$ cat config.mk
export PLATFORM = sky130hd
export DESIGN_NAME = multdiv_sequencer
export DESIGN_NICKNAME = d
export VERILOG_FILES = /design/src/rtl/multdiv_pkg.sv /design/src/rtl/multdiv_addsub.sv /design/src/rtl/multdiv_sequencer.sv
export SDC_FILE = /design/constraint.sdc
export NUM_CORES = 1
export LEC_CHECK = 0
export ABC_AREA = 1
export CORE_UTILIZATION = 50
export DETAILED_ROUTE_END_ITERATION = 16
export HOLD_SLACK_MARGIN = 0.06
export PLACE_DENSITY_LB_ADDON = 0.12
export SLEW_MARGIN = 5
export SYNTH_ARGS = -nofsm -noshare
export SYNTH_HDL_FRONTEND = slang
export SYNTH_SLANG_ARGS = --single-unit
$ cat constraint.sdc
create_clock -name clock -period 5.39 [get_ports clock]
set_input_delay 0.8085 -clock clock [delete_from_list [all_inputs] [get_ports clock]]
set_output_delay 0.8085 -clock clock [all_outputs]
set_load 0.02 [all_outputs]
$ cat src/rtl/multdiv_pkg.sv
// multdiv_pkg: shared constants and state encoding for multdiv_sequencer (DIV state only with MULTDIV_DIV_EN)
package multdiv_pkg;
   localparam int WIDTH = 32;
   localparam int ITER_COUNT = 32;
   localparam int CNT_W = 6;
`ifdef MULTDIV_DIV_EN
   typedef enum logic [1:0] {IDLE = 2'd0, MULT = 2'd1, DIV = 2'd2, DONE = 2'd3} state_t;
`else
   typedef enum logic [1:0] {IDLE = 2'd0, MULT = 2'd1, DONE = 2'd3} state_t;
`endif
endpackage

$ cat src/rtl/multdiv_addsub.sv
// multdiv_addsub: 33-bit adder/subtractor shared by the Booth and restoring-divide steps
module multdiv_addsub import multdiv_pkg::*; (
   input  logic [WIDTH:0] a,
   input  logic [WIDTH:0] b,
   input  logic           sub,
   output logic [WIDTH:0] sum
);
   assign sum = sub ? a - b : a + b;
endmodule

$ cat src/rtl/multdiv_sequencer.sv
// multdiv_sequencer: 32-iteration Booth multiplier / restoring divider; divide only with MULTDIV_DIV_EN
module multdiv_sequencer #(
   parameter int WIDTH = 32
) (
   input  logic             clock,
   input  logic             reset,
   input  logic [WIDTH-1:0] data_operandA,
   input  logic [WIDTH-1:0] data_operandB,
   input  logic             ctrl_MULT,
   input  logic             ctrl_DIV,
   output logic [WIDTH-1:0] data_result,
   output logic             data_exception,
   output logic             data_resultRDY
);
   import multdiv_pkg::*;
   state_t               state, state_n;
   logic [CNT_W-1:0]     cnt, cnt_n;
   logic [2*WIDTH:0]     acc, acc_n;
   logic [WIDTH-1:0]     opb, opb_n, res_n;
   logic                 exc_n, err, err_n;
   logic [WIDTH:0]       add_a, add_b, add_s;
   logic                 add_sub;
   wire                  start = ctrl_MULT | ctrl_DIV;
   wire                  last = cnt == CNT_W'(ITER_COUNT);
`ifdef MULTDIV_DIV_EN
   logic                 neg, neg_n, dovf, dovf_n;
   wire  [WIDTH-1:0]     mag_a = data_operandA[WIDTH-1] ? -data_operandA : data_operandA;
   wire  [WIDTH-1:0]     mag_b = opb[WIDTH-1] ? -opb : opb;
   wire  [WIDTH:0]       rem2 = acc[2*WIDTH-1:WIDTH-1];
`endif
   multdiv_addsub u_addsub (.a(add_a), .b(add_b), .sub(add_sub), .sum(add_s));
   assign data_resultRDY = state == DONE;
   // state, iteration counter, datapath and result registers
   always_ff @(posedge clock or posedge reset) begin
      if (reset) begin
         state <= IDLE;
         cnt <= '0;
         acc <= '0;
         opb <= '0;
         err <= 1'b0;
         data_result <= '0;
         data_exception <= 1'b0;
`ifdef MULTDIV_DIV_EN
         neg <= 1'b0;
         dovf <= 1'b0;
`endif
      end else begin
         state <= state_n;
         cnt <= cnt_n;
         acc <= acc_n;
         opb <= opb_n;
         err <= err_n;
         data_result <= res_n;
         data_exception <= exc_n;
`ifdef MULTDIV_DIV_EN
         neg <= neg_n;
         dovf <= dovf_n;
`endif
      end
   end
   // next state: start pulses restart from any state, otherwise one Booth or divide step per edge
   always_comb begin
      state_n = state;
      cnt_n = cnt;
      acc_n = acc;
      opb_n = opb;
      err_n = 1'b0;
      res_n = data_result;
      exc_n = data_exception;
      add_a = {acc[2*WIDTH], acc[2*WIDTH:WIDTH+1]};
      add_b = (acc[1] ^ acc[0]) ? {opb[WIDTH-1], opb} : '0;
      add_sub = acc[1] & ~acc[0];
`ifdef MULTDIV_DIV_EN
      neg_n = neg;
      dovf_n = dovf;
      if (state == DIV) begin
         add_a = rem2;
         add_b = {1'b0, mag_b};
         add_sub = 1'b1;
      end
`endif
      if (start) begin
         cnt_n = '0;
         opb_n = data_operandB;
         if (ctrl_MULT) begin
            state_n = MULT;
            acc_n = {WIDTH'(0), data_operandA, 1'b0};
         end
`ifdef MULTDIV_DIV_EN
         else if (data_operandB != '0) begin
            state_n = DIV;
            acc_n = {(WIDTH+1)'(0), mag_a};
            neg_n = data_operandA[WIDTH-1] ^ data_operandB[WIDTH-1];
            dovf_n = data_operandA == {1'b1, (WIDTH-1)'(0)} && &data_operandB;
         end
`endif
         else begin
            state_n = IDLE;
            err_n = 1'b1;
         end
      end else if (state == MULT) begin
         state_n = last ? DONE : MULT;
         cnt_n = last ? cnt : cnt + CNT_W'(1);
         acc_n = last ? acc : {add_s, acc[WIDTH:1]};
         res_n = last ? acc[WIDTH:1] : data_result;
         exc_n = last ? ~(&acc[2*WIDTH:WIDTH] | ~|acc[2*WIDTH:WIDTH]) : data_exception;
      end
`ifdef MULTDIV_DIV_EN
      else if (state == DIV) begin
         state_n = last ? DONE : DIV;
         cnt_n = last ? cnt : cnt + CNT_W'(1);
         acc_n = last ? acc : {add_s[WIDTH] ? rem2 : add_s, acc[WIDTH-2:0], ~add_s[WIDTH]};
         res_n = last ? (neg ? -acc[WIDTH-1:0] : acc[WIDTH-1:0]) : data_result;
         exc_n = last ? dovf : data_exception;
      end
`endif
      else if (state == DONE) begin
         state_n = IDLE;
      end else if (err) begin
         state_n = DONE;
         res_n = '0;
         exc_n = 1'b1;
      end
   end
endmodule

Word level (Yosys, flattened, before mapping)
Index checks and enable logic that the tools add are counted.

Word-level logic and storage cells: 58. Input bits: 68. Register bits: 139. Output and inout bits: 34.

Reductions and logical operators: 9. Add/sub/neg operators: 3. Eq/ne operators: 7. Multiplexer cells: 25. Bitwise gates (word level): 7.

Operators with widths (count): $mux 65 (4); $mux 32 (4); $mux 33 (2); $add 33x33->33 (1); $reduce_and 33->1 (1); $reduce_or 33->1 (1); $sub 33x33->33 (1); $mux 6 (3); $mux 2 (5); $mux 1 (7); $add 6x1->6 const B (1); $eq 6x6->1 const B (1); $ne 2x2->1 const B (3); $reduce_and 4->1 (1); $reduce_bool 2->1 (2); $reduce_bool 4->1 (1); $not 1->1 (3); $reduce_and 3->1 (1); $eq 2x1->1 const B (1); $eq 2x2->1 const B (1); $ne 2x1->1 const B (1); $or 1x1->1 (2); $reduce_and 2->1 (1); $and 1x1->1 (1); 2 further kinds (2).

Logic depth before layout (Yosys ltp)
Gate-level depths: netlist of the first run.

Depth after elaboration: 7. Depth in mapped cells: 27. Depth with buffers taken out: 26.

Hierarchy
A second synthesis of the first run with hierarchy kept.

Cells, all modules: 1383. Area, all modules: 9391.5 um2.

Modules (own cells, without submodules): multdiv_sequencer (sequential area each 3478.3 um2, cells an instance 714, area an instance 6099.6 um2, instances 1); multdiv_addsub (sequential area each 0.0 um2, cells an instance 669, area an instance 3291.9 um2, instances 1).

Worst setup path before layout of the first run
No wires, ideal clock.

Kind: reg2reg. Start point: register acc[1]. End point: register acc[64]. Stages on the path, launching flop included: 24. Buffers on the path: 1. Setup slack: 2.163 ns. Arrival: 3.110 ns. Setup time: 0.117 ns. Cell sequence: dfrtp_1 -> ha_1 -> inv_2 -> buf_6 -> nand2_2 -> ha_1 -> nand3_1 -> nor2_2 -> nor2_2 -> nor2_4 -> nand2_2 -> nor2_2 -> nand2_1 -> xor2_1 -> ha_1 -> inv_1 -> nor3_1 -> nand2_1 -> nor2_1 -> nand2_1 -> nand3_1 -> nand2_1 -> nand3_1 -> nand2_1.

Word-level cells in the longest chain between the ends: 7. Elaborated cells between the ends (all ways): 9.

Ends and longest elaborated chain: start: declaration (line multdiv_sequencer.sv:18) `logic [2*WIDTH:0] acc, acc_n;`; start signal: assignment (line multdiv_sequencer.sv:50) `acc <= acc_n;`; $xor 1x1->1 (line multdiv_sequencer.sv:71) `add_b = (acc[1] ^ acc[0]) ? {opb[WIDTH-1], opb} : '0;`; $mux 33 (line multdiv_sequencer.sv:71); $add 33x33->33 or $sub 33x33->33 (tied branches) (line multdiv_addsub.sv:8) `assign sum = sub ? a - b : a + b;`; $mux 33 * (line multdiv_addsub.sv:8); $mux 65 * (line multdiv_sequencer.sv:104) `acc_n = last ? acc : {add_s, acc[WIDTH:1]};`; $mux 65 * (line multdiv_sequencer.sv:101) `end else if (state == MULT) begin`; $mux 65 * (line multdiv_sequencer.sv:82) `if (start) begin`.

Mark *: on every way between the ends. The rest lies on a longest branch, timed or not. The select of a mux whose other input is x is not followed. A chain may end at the register's enable or synchronous reset.

Worst setup path after layout of the first run
Start point: register acc[1]. End point: register acc[63].

The elaborated chain is that of the path after synthesis.

==> impl_metrics.xml, run 1 <==
<?xml version="1.0" encoding="UTF-8"?>
<metrics>
  <group name="status">
    <metric name="status" unit="">complete, no violations</metric>
  </group>
  <group name="timing">
    <metric name="slew_at_the_pin_with_the_worst_max_slew_slack" unit="ns">0.949</metric>
    <metric name="final.period_utilization" unit="%">73.2</metric>
    <metric name="final_max_slew_viol_count" unit="">0</metric>
    <metric name="holdWs" unit="ns">0.469</metric>
    <metric name="timing_hold_violations_final" unit="">0</metric>
    <metric name="clock-skew-final" unit="ns">0.0141</metric>
    <metric name="fmaxAchievable" unit="MHz">254</metric>
    <metric name="fin_setup_tns" unit="ns">0</metric>
    <metric name="slew_headroom" unit="%">36.7</metric>
    <metric name="finalWorstPathRequiredPeriod" unit="ns">3.94</metric>
    <metric name="setup_viol" unit="">0</metric>
    <metric name="rsz0062_at_grt" unit="">no</metric>
  </group>
  <group name="global_route">
    <metric name="grt_max_degree" unit="">107</metric>
    <metric name="first_global_vias" unit="">7590</metric>
    <metric name="track_usage" unit="%">26.6</metric>
    <metric name="grt.overflow.total" unit="">0</metric>
    <metric name="grt_pass1_wl" unit="mm">38.4</metric>
    <metric name="antenna_found_initial" unit="">0</metric>
  </group>
  <group name="floorplan">
    <metric name="placement_rows" unit="">49</metric>
    <metric name="die_area" unit="sq mm">0.0188</metric>
    <metric name="num_io_pins" unit="">102</metric>
    <metric name="die_height" unit="um">137</metric>
    <metric name="floorplan.die.width" unit="um">137</metric>
    <metric name="core" unit="sq mm">0.0179</metric>
    <metric name="initial_core_util" unit="%">50.9</metric>
  </group>
  <group name="cells_and_area">
    <metric name="register_cell_area_after_layout" unit="sq mm">0.00348</metric>
    <metric name="flow.area_growth_from_synthesis" unit="%">19.9</metric>
    <metric name="fillerInstances" unit="">1674</metric>
    <metric name="post_route_cells_drive_above_1_share" unit="%">7.23</metric>
    <metric name="multiInputGateArea" unit="sq mm">0.00483</metric>
    <metric name="final_design_area_no_fill" unit="sq mm">0.0109</metric>
    <metric name="design.final.nets" unit="">1476</metric>
    <metric name="diodes" unit="">0</metric>
    <metric name="post_layout_nonfiller_instances" unit="">1613</metric>
  </group>
  <group name="yosys">
    <metric name="postSynthRegisterBits" unit="">139</metric>
    <metric name="cell_taking_the_most_area_after_synthesis" unit="">sky130_fd_sc_hd__dfrtp_1</metric>
    <metric name="synth_area_per_cell" unit="sq um">7.10</metric>
    <metric name="synthTopCellsByArea" unit="">sky130_fd_sc_hd__dfrtp_1 (38%), sky130_fd_sc_hd__nand2_1 (18%), sky130_fd_sc_hd__inv_1 (6.7%)</metric>
    <metric name="synthesis.area" unit="sq mm">0.00911</metric>
    <metric name="synth_instances" unit="">1283</metric>
    <metric name="synth_top_cell_area_share" unit="%">38.2</metric>
    <metric name="synth-edff-count" unit="">0</metric>
    <metric name="synth.distinct_cells" unit="">40</metric>
    <metric name="synth_commonest_cells" unit="">sky130_fd_sc_hd__nand2_1 (433), sky130_fd_sc_hd__inv_1 (162), sky130_fd_sc_hd__dfrtp_1 (139)</metric>
    <metric name="synth_most_common_cell" unit="">sky130_fd_sc_hd__nand2_1</metric>
    <metric name="yosys_warnings" unit="">0</metric>
    <metric name="syn-num-nets" unit="">1388</metric>
    <metric name="synth_top_flop_cell" unit="">sky130_fd_sc_hd__dfrtp_1</metric>
    <metric name="ys_seq_area_share" unit="%">38.2</metric>
    <metric name="synth_async_sr_flop_share" unit="%">100</metric>
  </group>
  <group name="routing">
    <metric name="detail_route.wl_per_cell" unit="um">14.6</metric>
    <metric name="drt_pass1_iterations" unit="">5</metric>
    <metric name="detail_route.vias_per_cell" unit="">5.19</metric>
    <metric name="drt_wl_total" unit="mm">23.5</metric>
    <metric name="vias" unit="">8374</metric>
    <metric name="drc" unit="">0</metric>
    <metric name="ant_nets" unit="">0</metric>
    <metric name="drt_first_iter_violations" unit="">517</metric>
  </group>
  <group name="clock_tree">
    <metric name="root_buffer" unit="">sky130_fd_sc_hd__clkbuf_16</metric>
    <metric name="cts.clk_slew.worst_paths" unit="ns">0.07</metric>
    <metric name="cts_post_setup_buffers_inserted" unit="">0</metric>
    <metric name="cts.htree.levels" unit="">4</metric>
    <metric name="cts_repair_resize_count" unit="">0</metric>
    <metric name="clock_path_buffers" unit="">2</metric>
    <metric name="cts-hold-fix-buffers" unit="">0</metric>
    <metric name="clk_latency" unit="ns">0.43</metric>
    <metric name="cts_buffers" unit="">17</metric>
    <metric name="cts_tree" unit="">built</metric>
    <metric name="numClockSinks" unit="">139</metric>
  </group>
  <group name="worst_setup_path">
    <metric name="startpoint_type" unit="">flip-flop</metric>
    <metric name="cp.arrival" unit="ns">4.27</metric>
    <metric name="worst-endpoint-required" unit="ns">5.72</metric>
    <metric name="crit_path_category" unit="">flip-flop to flip-flop</metric>
    <metric name="critPathMaxFanout" unit="">21</metric>
    <metric name="setup.worst_path.end_class" unit="">flip-flop</metric>
  </group>
  <group name="power_and_ir_drop">
    <metric name="switchingPower" unit="mW">1.95</metric>
    <metric name="power.share.sequential" unit="%">29.5</metric>
    <metric name="internal_power" unit="mW">2.75</metric>
    <metric name="combPwrFrac" unit="%">43.7</metric>
    <metric name="power_switching_share" unit="%">41.6</metric>
    <metric name="share_clk_of_total_power" unit="%">26.8</metric>
    <metric name="areal_power_density_over_the_cells" unit="mW/mm^2">430</metric>
    <metric name="leakage" unit="nW">5.55</metric>
    <metric name="max-vdd-ir-drop" unit="mV">0.289</metric>
  </group>
  <group name="place">
    <metric name="dp.cells" unit="">1581</metric>
    <metric name="dp_hpwl" unit="mm">17.5</metric>
    <metric name="globalplace.congestion" unit="">0.961</metric>
    <metric name="portBuffers" unit="">101</metric>
    <metric name="dpl_cell_area" unit="sq mm">0.0103</metric>
  </group>
  <group name="hold_path">
    <metric name="timing.hold.worst.class" unit="">flip-flop to flip-flop</metric>
  </group>
  <group name="flow_run">
    <metric name="max_cap_violations" unit="">0</metric>
  </group>
</metrics>
-- power by group through the flow --
stage / Combinational, mW / Sequential, mW / Clock [mW]
after floorplan: 1.35 / 1.46 / 0
after global placement: 2.01 / 1.40 / 0
after detailed placement: 2.03 / 1.40 / 0
after CTS: 2.04 / 1.38 / 1.29
after global routing: 2.30 / 1.41 / 1.33
final: 2.06 / 1.39 / 1.26
-- cell usage in the layout, fill, tap and decap left out, types with 7 or more instances in the layout --
cell type	instances
sky130_fd_sc_hd__inv_1	161
sky130_fd_sc_hd__nor2_2	7
sky130_fd_sc_hd__o211ai_1	32
sky130_fd_sc_hd__nand3_1	45
sky130_fd_sc_hd__nand2_4	10
sky130_fd_sc_hd__nand4_1	14
sky130_fd_sc_hd__xnor2_1	18
sky130_fd_sc_hd__xor2_1	17
sky130_fd_sc_hd__buf_4	8
sky130_fd_sc_hd__a21oi_1	52
sky130_fd_sc_hd__o21ai_0	119
sky130_fd_sc_hd__clkdlybuf4s50_1	101
sky130_fd_sc_hd__nand2_1	433
sky130_fd_sc_hd__nor2_1	75
sky130_fd_sc_hd__clkbuf_16	17
sky130_fd_sc_hd__dfrtp_1	139
sky130_fd_sc_hd__ha_1	36
sky130_fd_sc_hd__nand2_2	17
sky130_fd_sc_hd__o21ai_2	9
-- layer usage --
metal | up-vias | track usage [%] | wire (um)
met5 | - | 0 | 0
met4 | 0 | 7.88 | 363
met3 | 25 | 4.00 | 969
met2 | 191 | 40.4 | 10400
met1 | 3862 | 38.8 | 11800
li1 | 4296 | - | -
-- worst paths after layout --
| check | cells after the start | endpoint | slack (ns) | from |
|---|---|---|---|---|
| max | 20 | acc[63] | 1.45 | acc[1] |
| min reg2reg | 1 | cnt[5] | 0.47 | cnt[5] |
| max reg2reg | 20 | acc[63] | 1.45 | acc[1] |
| min in group asynchronous | 2 | acc[43] | 0.99 | reset |
| max in group asynchronous | 3 | opb[25] | 3.39 | reset |
| min | 1 | cnt[5] | 0.47 | cnt[5] |
-- critical path, stage by stage, from the launching register on --
cell	delay (ns)
sky130_fd_sc_hd__dfrtp_1	0.41
sky130_fd_sc_hd__ha_1	0.41
sky130_fd_sc_hd__inv_2	0.21
sky130_fd_sc_hd__nand2_2	0.15
sky130_fd_sc_hd__ha_1	0.18
sky130_fd_sc_hd__nand3_1	0.12
sky130_fd_sc_hd__nor2_2	0.24
sky130_fd_sc_hd__nor2_2	0.12
sky130_fd_sc_hd__nor2_4	0.13
sky130_fd_sc_hd__nand2_2	0.10
sky130_fd_sc_hd__nor2_2	0.14
sky130_fd_sc_hd__xor2_1	0.21
sky130_fd_sc_hd__ha_1	0.31
sky130_fd_sc_hd__a21oi_1	0.26
sky130_fd_sc_hd__o21ai_0	0.16
sky130_fd_sc_hd__inv_1	0.07
sky130_fd_sc_hd__nand2_1	0.08
sky130_fd_sc_hd__a21oi_1	0.25
sky130_fd_sc_hd__nand3_1	0.12
sky130_fd_sc_hd__nand3_1	0.09
sky130_fd_sc_hd__nand2_1	0.05
-- logic make-up (layout without fill, tap and decap cells) --
family          count (synthesis)  after routing  synth area share [%]
buf+inv                       206            307                  9.02
compound gates                234            234                  14.5
xor+xnor                       35             35                  3.36
simple gates                  632            632                  29.8
flops                         139            139                  38.2
fa+ha+maj                      37             37                  5.16
-- flip-flops by register name (all words and copies together) (netlist names) --
register        flops
acc                65
state               2
data_exception      1
opb                32
data_result        32
cnt                 6
err                 1
-- stage by stage --
step | total power [mW] | worst slack (ns) | util (%)
floorplan | 2.81 | 0.857 | -
global placement | 3.41 | 1.54 | 57.5
detailed placement | 3.43 | 1.58 | 57.5
CTS | 4.71 | 1.51 | 61.0
global route | 5.03 | 1.18 | 61.0
finish | 4.70 | 1.45 | 61.0
-- final cells by class --
| class | count | area share [%] |
|---|---|---|
| Multi-Input combinational cell | 938 | 44.2 |
| Sequential cell | 139 | 31.8 |
| Timing Repair Buffer | 109 | 9.80 |
| Inverter | 166 | 5.75 |
| Clock buffer | 17 | 3.89 |
| Tap cell | 229 | 2.62 |
| Clock inverter | 15 | 1.86 |
(Power assumes the default switching activity.)
==> run 2, diff against run 1 <==
Clock period 5.39 ns to 3.25 ns, I/O delays scaled along.
==> impl_metrics.xml, run 2 (synthesized netlist as in run 1, its figures left out) <==
<?xml version="1.0" encoding="UTF-8"?>
<metrics>
  <group name="global_route">
    <metric name="grt_use_met2" unit="%">41.7</metric>
    <metric name="globalRoute.busiestLayer" unit="">met2</metric>
    <metric name="gr-usage-met3" unit="%">5.33</metric>
    <metric name="grt.overflow.total" unit="">0</metric>
    <metric name="grt_max_degree" unit="">140</metric>
    <metric name="antenna_found_initial" unit="">0</metric>
    <metric name="track_usage" unit="%">27.4</metric>
    <metric name="met1_usage" unit="%">39.5</metric>
    <metric name="first_global_vias" unit="">8116</metric>
    <metric name="grt_pass1_wl" unit="mm">40.1</metric>
  </group>
  <group name="status">
    <metric name="status" unit="">finished with violations</metric>
    <metric name="violations" unit="">setup timing</metric>
  </group>
  <group name="clock_tree">
    <metric name="clock_path_buffers" unit="">2</metric>
    <metric name="numClockSinks" unit="">139</metric>
    <metric name="cts.clk_slew.worst_paths" unit="ns">0.07</metric>
    <metric name="cts_buffers" unit="">17</metric>
    <metric name="cts_tree" unit="">built</metric>
    <metric name="cts.htree.levels" unit="">4</metric>
    <metric name="clk_latency" unit="ns">0.44</metric>
    <metric name="root_buffer" unit="">sky130_fd_sc_hd__clkbuf_16</metric>
  </group>
  <group name="timing">
    <metric name="final.period_utilization" unit="%">102</metric>
    <metric name="slew_headroom" unit="%">34.5</metric>
    <metric name="timing_hold_violations_final" unit="">0</metric>
    <metric name="finalWorstPathRequiredPeriod" unit="ns">3.31</metric>
    <metric name="rsz0062_at_grt" unit="">yes</metric>
    <metric name="holdWs" unit="ns">0.474</metric>
    <metric name="postLayoutSetupSlackWorst" unit="ns">-0.0612</metric>
    <metric name="setup_viol" unit="">1</metric>
    <metric name="slew_at_the_pin_with_the_worst_max_slew_slack" unit="ns">0.982</metric>
    <metric name="clock-skew-final" unit="ns">0.0182</metric>
    <metric name="final_max_slew_viol_count" unit="">0</metric>
    <metric name="fmaxAchievable" unit="MHz">302</metric>
  </group>
  <group name="floorplan">
    <metric name="core" unit="sq mm">0.0179</metric>
    <metric name="placement_rows" unit="">49</metric>
    <metric name="floorplan.die.width" unit="um">137</metric>
    <metric name="die_area" unit="sq mm">0.0188</metric>
    <metric name="num_io_pins" unit="">102</metric>
    <metric name="initial_core_util" unit="%">50.9</metric>
    <metric name="die_height" unit="um">137</metric>
  </group>
  <group name="place">
    <metric name="dp_hpwl" unit="mm">17.8</metric>
    <metric name="portBuffers" unit="">101</metric>
    <metric name="preCtsSetupSlack" unit="ns">-0.102</metric>
    <metric name="dpl_cell_area" unit="sq mm">0.0110</metric>
    <metric name="globalplace.congestion" unit="">0.988</metric>
  </group>
  <group name="routing">
    <metric name="detail_route.wl_per_cell" unit="um">14.9</metric>
    <metric name="detail_route.vias_per_cell" unit="">5.24</metric>
    <metric name="vias" unit="">8989</metric>
    <metric name="ant_nets" unit="">0</metric>
    <metric name="drt_pass1_iterations" unit="">6</metric>
    <metric name="drc" unit="">0</metric>
    <metric name="drt_wl_total" unit="mm">25.6</metric>
    <metric name="drt_first_iter_violations" unit="">730</metric>
  </group>
  <group name="power_and_ir_drop">
    <metric name="pwr_total" unit="mW">9.11</metric>
    <metric name="areal_power_density_over_the_cells" unit="mW/mm^2">728</metric>
    <metric name="max-vdd-ir-drop" unit="mV">0.420</metric>
    <metric name="leakage" unit="nW">6.16</metric>
  </group>
  <group name="worst_setup_path">
    <metric name="critPathMaxFanout" unit="">7</metric>
    <metric name="cp_common_cell" unit="">sky130_fd_sc_hd__nor2_4</metric>
    <metric name="r2r.worst_path.cells" unit="">22</metric>
    <metric name="setup.worst_path.end_class" unit="">flip-flop</metric>
    <metric name="maximum_cell_stage_delay_along_the_critical_path" unit="ns">0.41</metric>
    <metric name="cp.arrival" unit="ns">3.63</metric>
    <metric name="slowest_stage_cell_on_the_critical_path" unit="">sky130_fd_sc_hd__dfrtp_1</metric>
    <metric name="crit_path_category" unit="">flip-flop to flip-flop</metric>
    <metric name="startpoint_type" unit="">flip-flop</metric>
    <metric name="worst-endpoint-required" unit="ns">3.57</metric>
    <metric name="cp_cell_sequence" unit="">ha_4 &gt; inv_6 &gt; nand2_4 &gt; ha_4 &gt; nand3_4 &gt; nor2_4 &gt; nor2_4 &gt; nor2_4 &gt; nand2_4 &gt; nor2_4 &gt; nand2_2 &gt; xor2_1 &gt; ha_1 &gt; buf_4 &gt; nand2_2 &gt; inv_1 &gt; a21oi_2 &gt; nand2_1 &gt; a21oi_2 &gt; nand3_1 &gt; nand3_1 &gt; nand2_1</metric>
  </group>
  <group name="cells_and_area">
    <metric name="final_design_area_no_fill" unit="sq mm">0.0125</metric>
    <metric name="fillerInstances" unit="">1458</metric>
    <metric name="max_flop_register" unit="">acc</metric>
    <metric name="largest_reg_flops" unit="">65</metric>
    <metric name="diodes" unit="">0</metric>
    <metric name="flow.area_growth_from_synthesis" unit="%">37.4</metric>
    <metric name="layout.cells.most_common" unit="">sky130_fd_sc_hd__nand2_1</metric>
    <metric name="post_route_cells_drive_above_1_share" unit="%">23.2</metric>
    <metric name="design.final.nets" unit="">1577</metric>
    <metric name="biggestRegsByFlops" unit="">acc (65), data_result (32), opb (32)</metric>
    <metric name="layout.cells.most_common_list" unit="">sky130_fd_sc_hd__nand2_1 (391), sky130_fd_sc_hd__inv_1 (154), sky130_fd_sc_hd__dfrtp_1 (139)</metric>
  </group>
  <group name="flow_run">
    <metric name="max_cap_violations" unit="">0</metric>
  </group>
  <group name="hold_path">
    <metric name="timing.hold.worst.class" unit="">flip-flop to flip-flop</metric>
    <metric name="timing.hold.worst_path_depth" unit="">1</metric>
  </group>
</metrics>
[run 2: cell types whose count changed in the layout (fill, tap and decap cells not counted), moves of 21 or more]
cell	change
sky130_fd_sc_hd__a21oi_1	-22
sky130_fd_sc_hd__buf_4	+96
sky130_fd_sc_hd__ha_1	-21
sky130_fd_sc_hd__nand2_1	-42
sky130_fd_sc_hd__nand2_2	+38
sky130_fd_sc_hd__nor2_1	-22
[run 2: timing repair]
action / CTS / global route
buffers inserted: 1 / 12
pin swaps: 5 / 47
gates resized for setup: 28 / 160
hold buffers: 0 / 0
setup endpoints to repair: 14 / 25
gates cloned: 0 / 1
[run 2: layer usage]
metal	part of all wire [%]	routed length (um)
met5	0	0
met4	1.8	459
met3	5.6	1440
met2	47	11900
met1	46	11800
[run 2: metrics by stage]
stage                     setup TNS (ns)  utilization (%)  cells
after floorplan                        0                -   1283
after global placement            -0.261             61.4   1668
after detailed placement          -0.602             61.4   1668
after CTS                        -0.0336             65.6   1701
after global routing               -2.63             70.0   1714
final                            -0.0612             70.0   1714
[run 2: worst paths after layout]
check	start	end	slack, ns
setup / recovery	acc[1]	acc[63]	-0.06
hold / removal	cnt[5]	cnt[5]	0.47
setup reg to reg	acc[1]	acc[63]	-0.06
hold reg to reg	cnt[5]	cnt[5]	0.47
max in group asynchronous	reset	opb[14]	2.05
min in group asynchronous	reset	acc[22]	0.60
[run 2: final cells by class]
type | count | area (sq um) | area share, %
Multi-Input combinational cell | 938 | 5610 | 44.8
Sequential cell | 139 | 3480 | 27.8
Clock inverter | 15 | 196 | 1.57
Clock buffer | 17 | 425 | 3.40
Tap cell | 229 | 287 | 2.29
Timing Repair Buffer | 210 | 1890 | 15.1
Inverter | 166 | 636 | 5.08
[run 2: critical path, delay by kind of cell (launching register included)]
| kind | cells | cell delay [ns] |
|---|---|---|
| AND/OR/NAND/NOR | 13 | 1.23 |
| XOR/XNOR | 1 | 0.17 |
| buffers and inverters | 3 | 0.28 |
| AO/OA/AOI/OAI | 2 | 0.27 |
| adder cells (fa/ha/maj) | 3 | 0.82 |
| flip-flops | 1 | 0.41 |
[run 2: power by group]
part	switching (mW)	total, mW	internal (mW)
combinational	2.63	4.71	2.08
clock	0.892	2.07	1.18
sequential	0.279	2.33	2.06
total	3.80	9.11	5.31
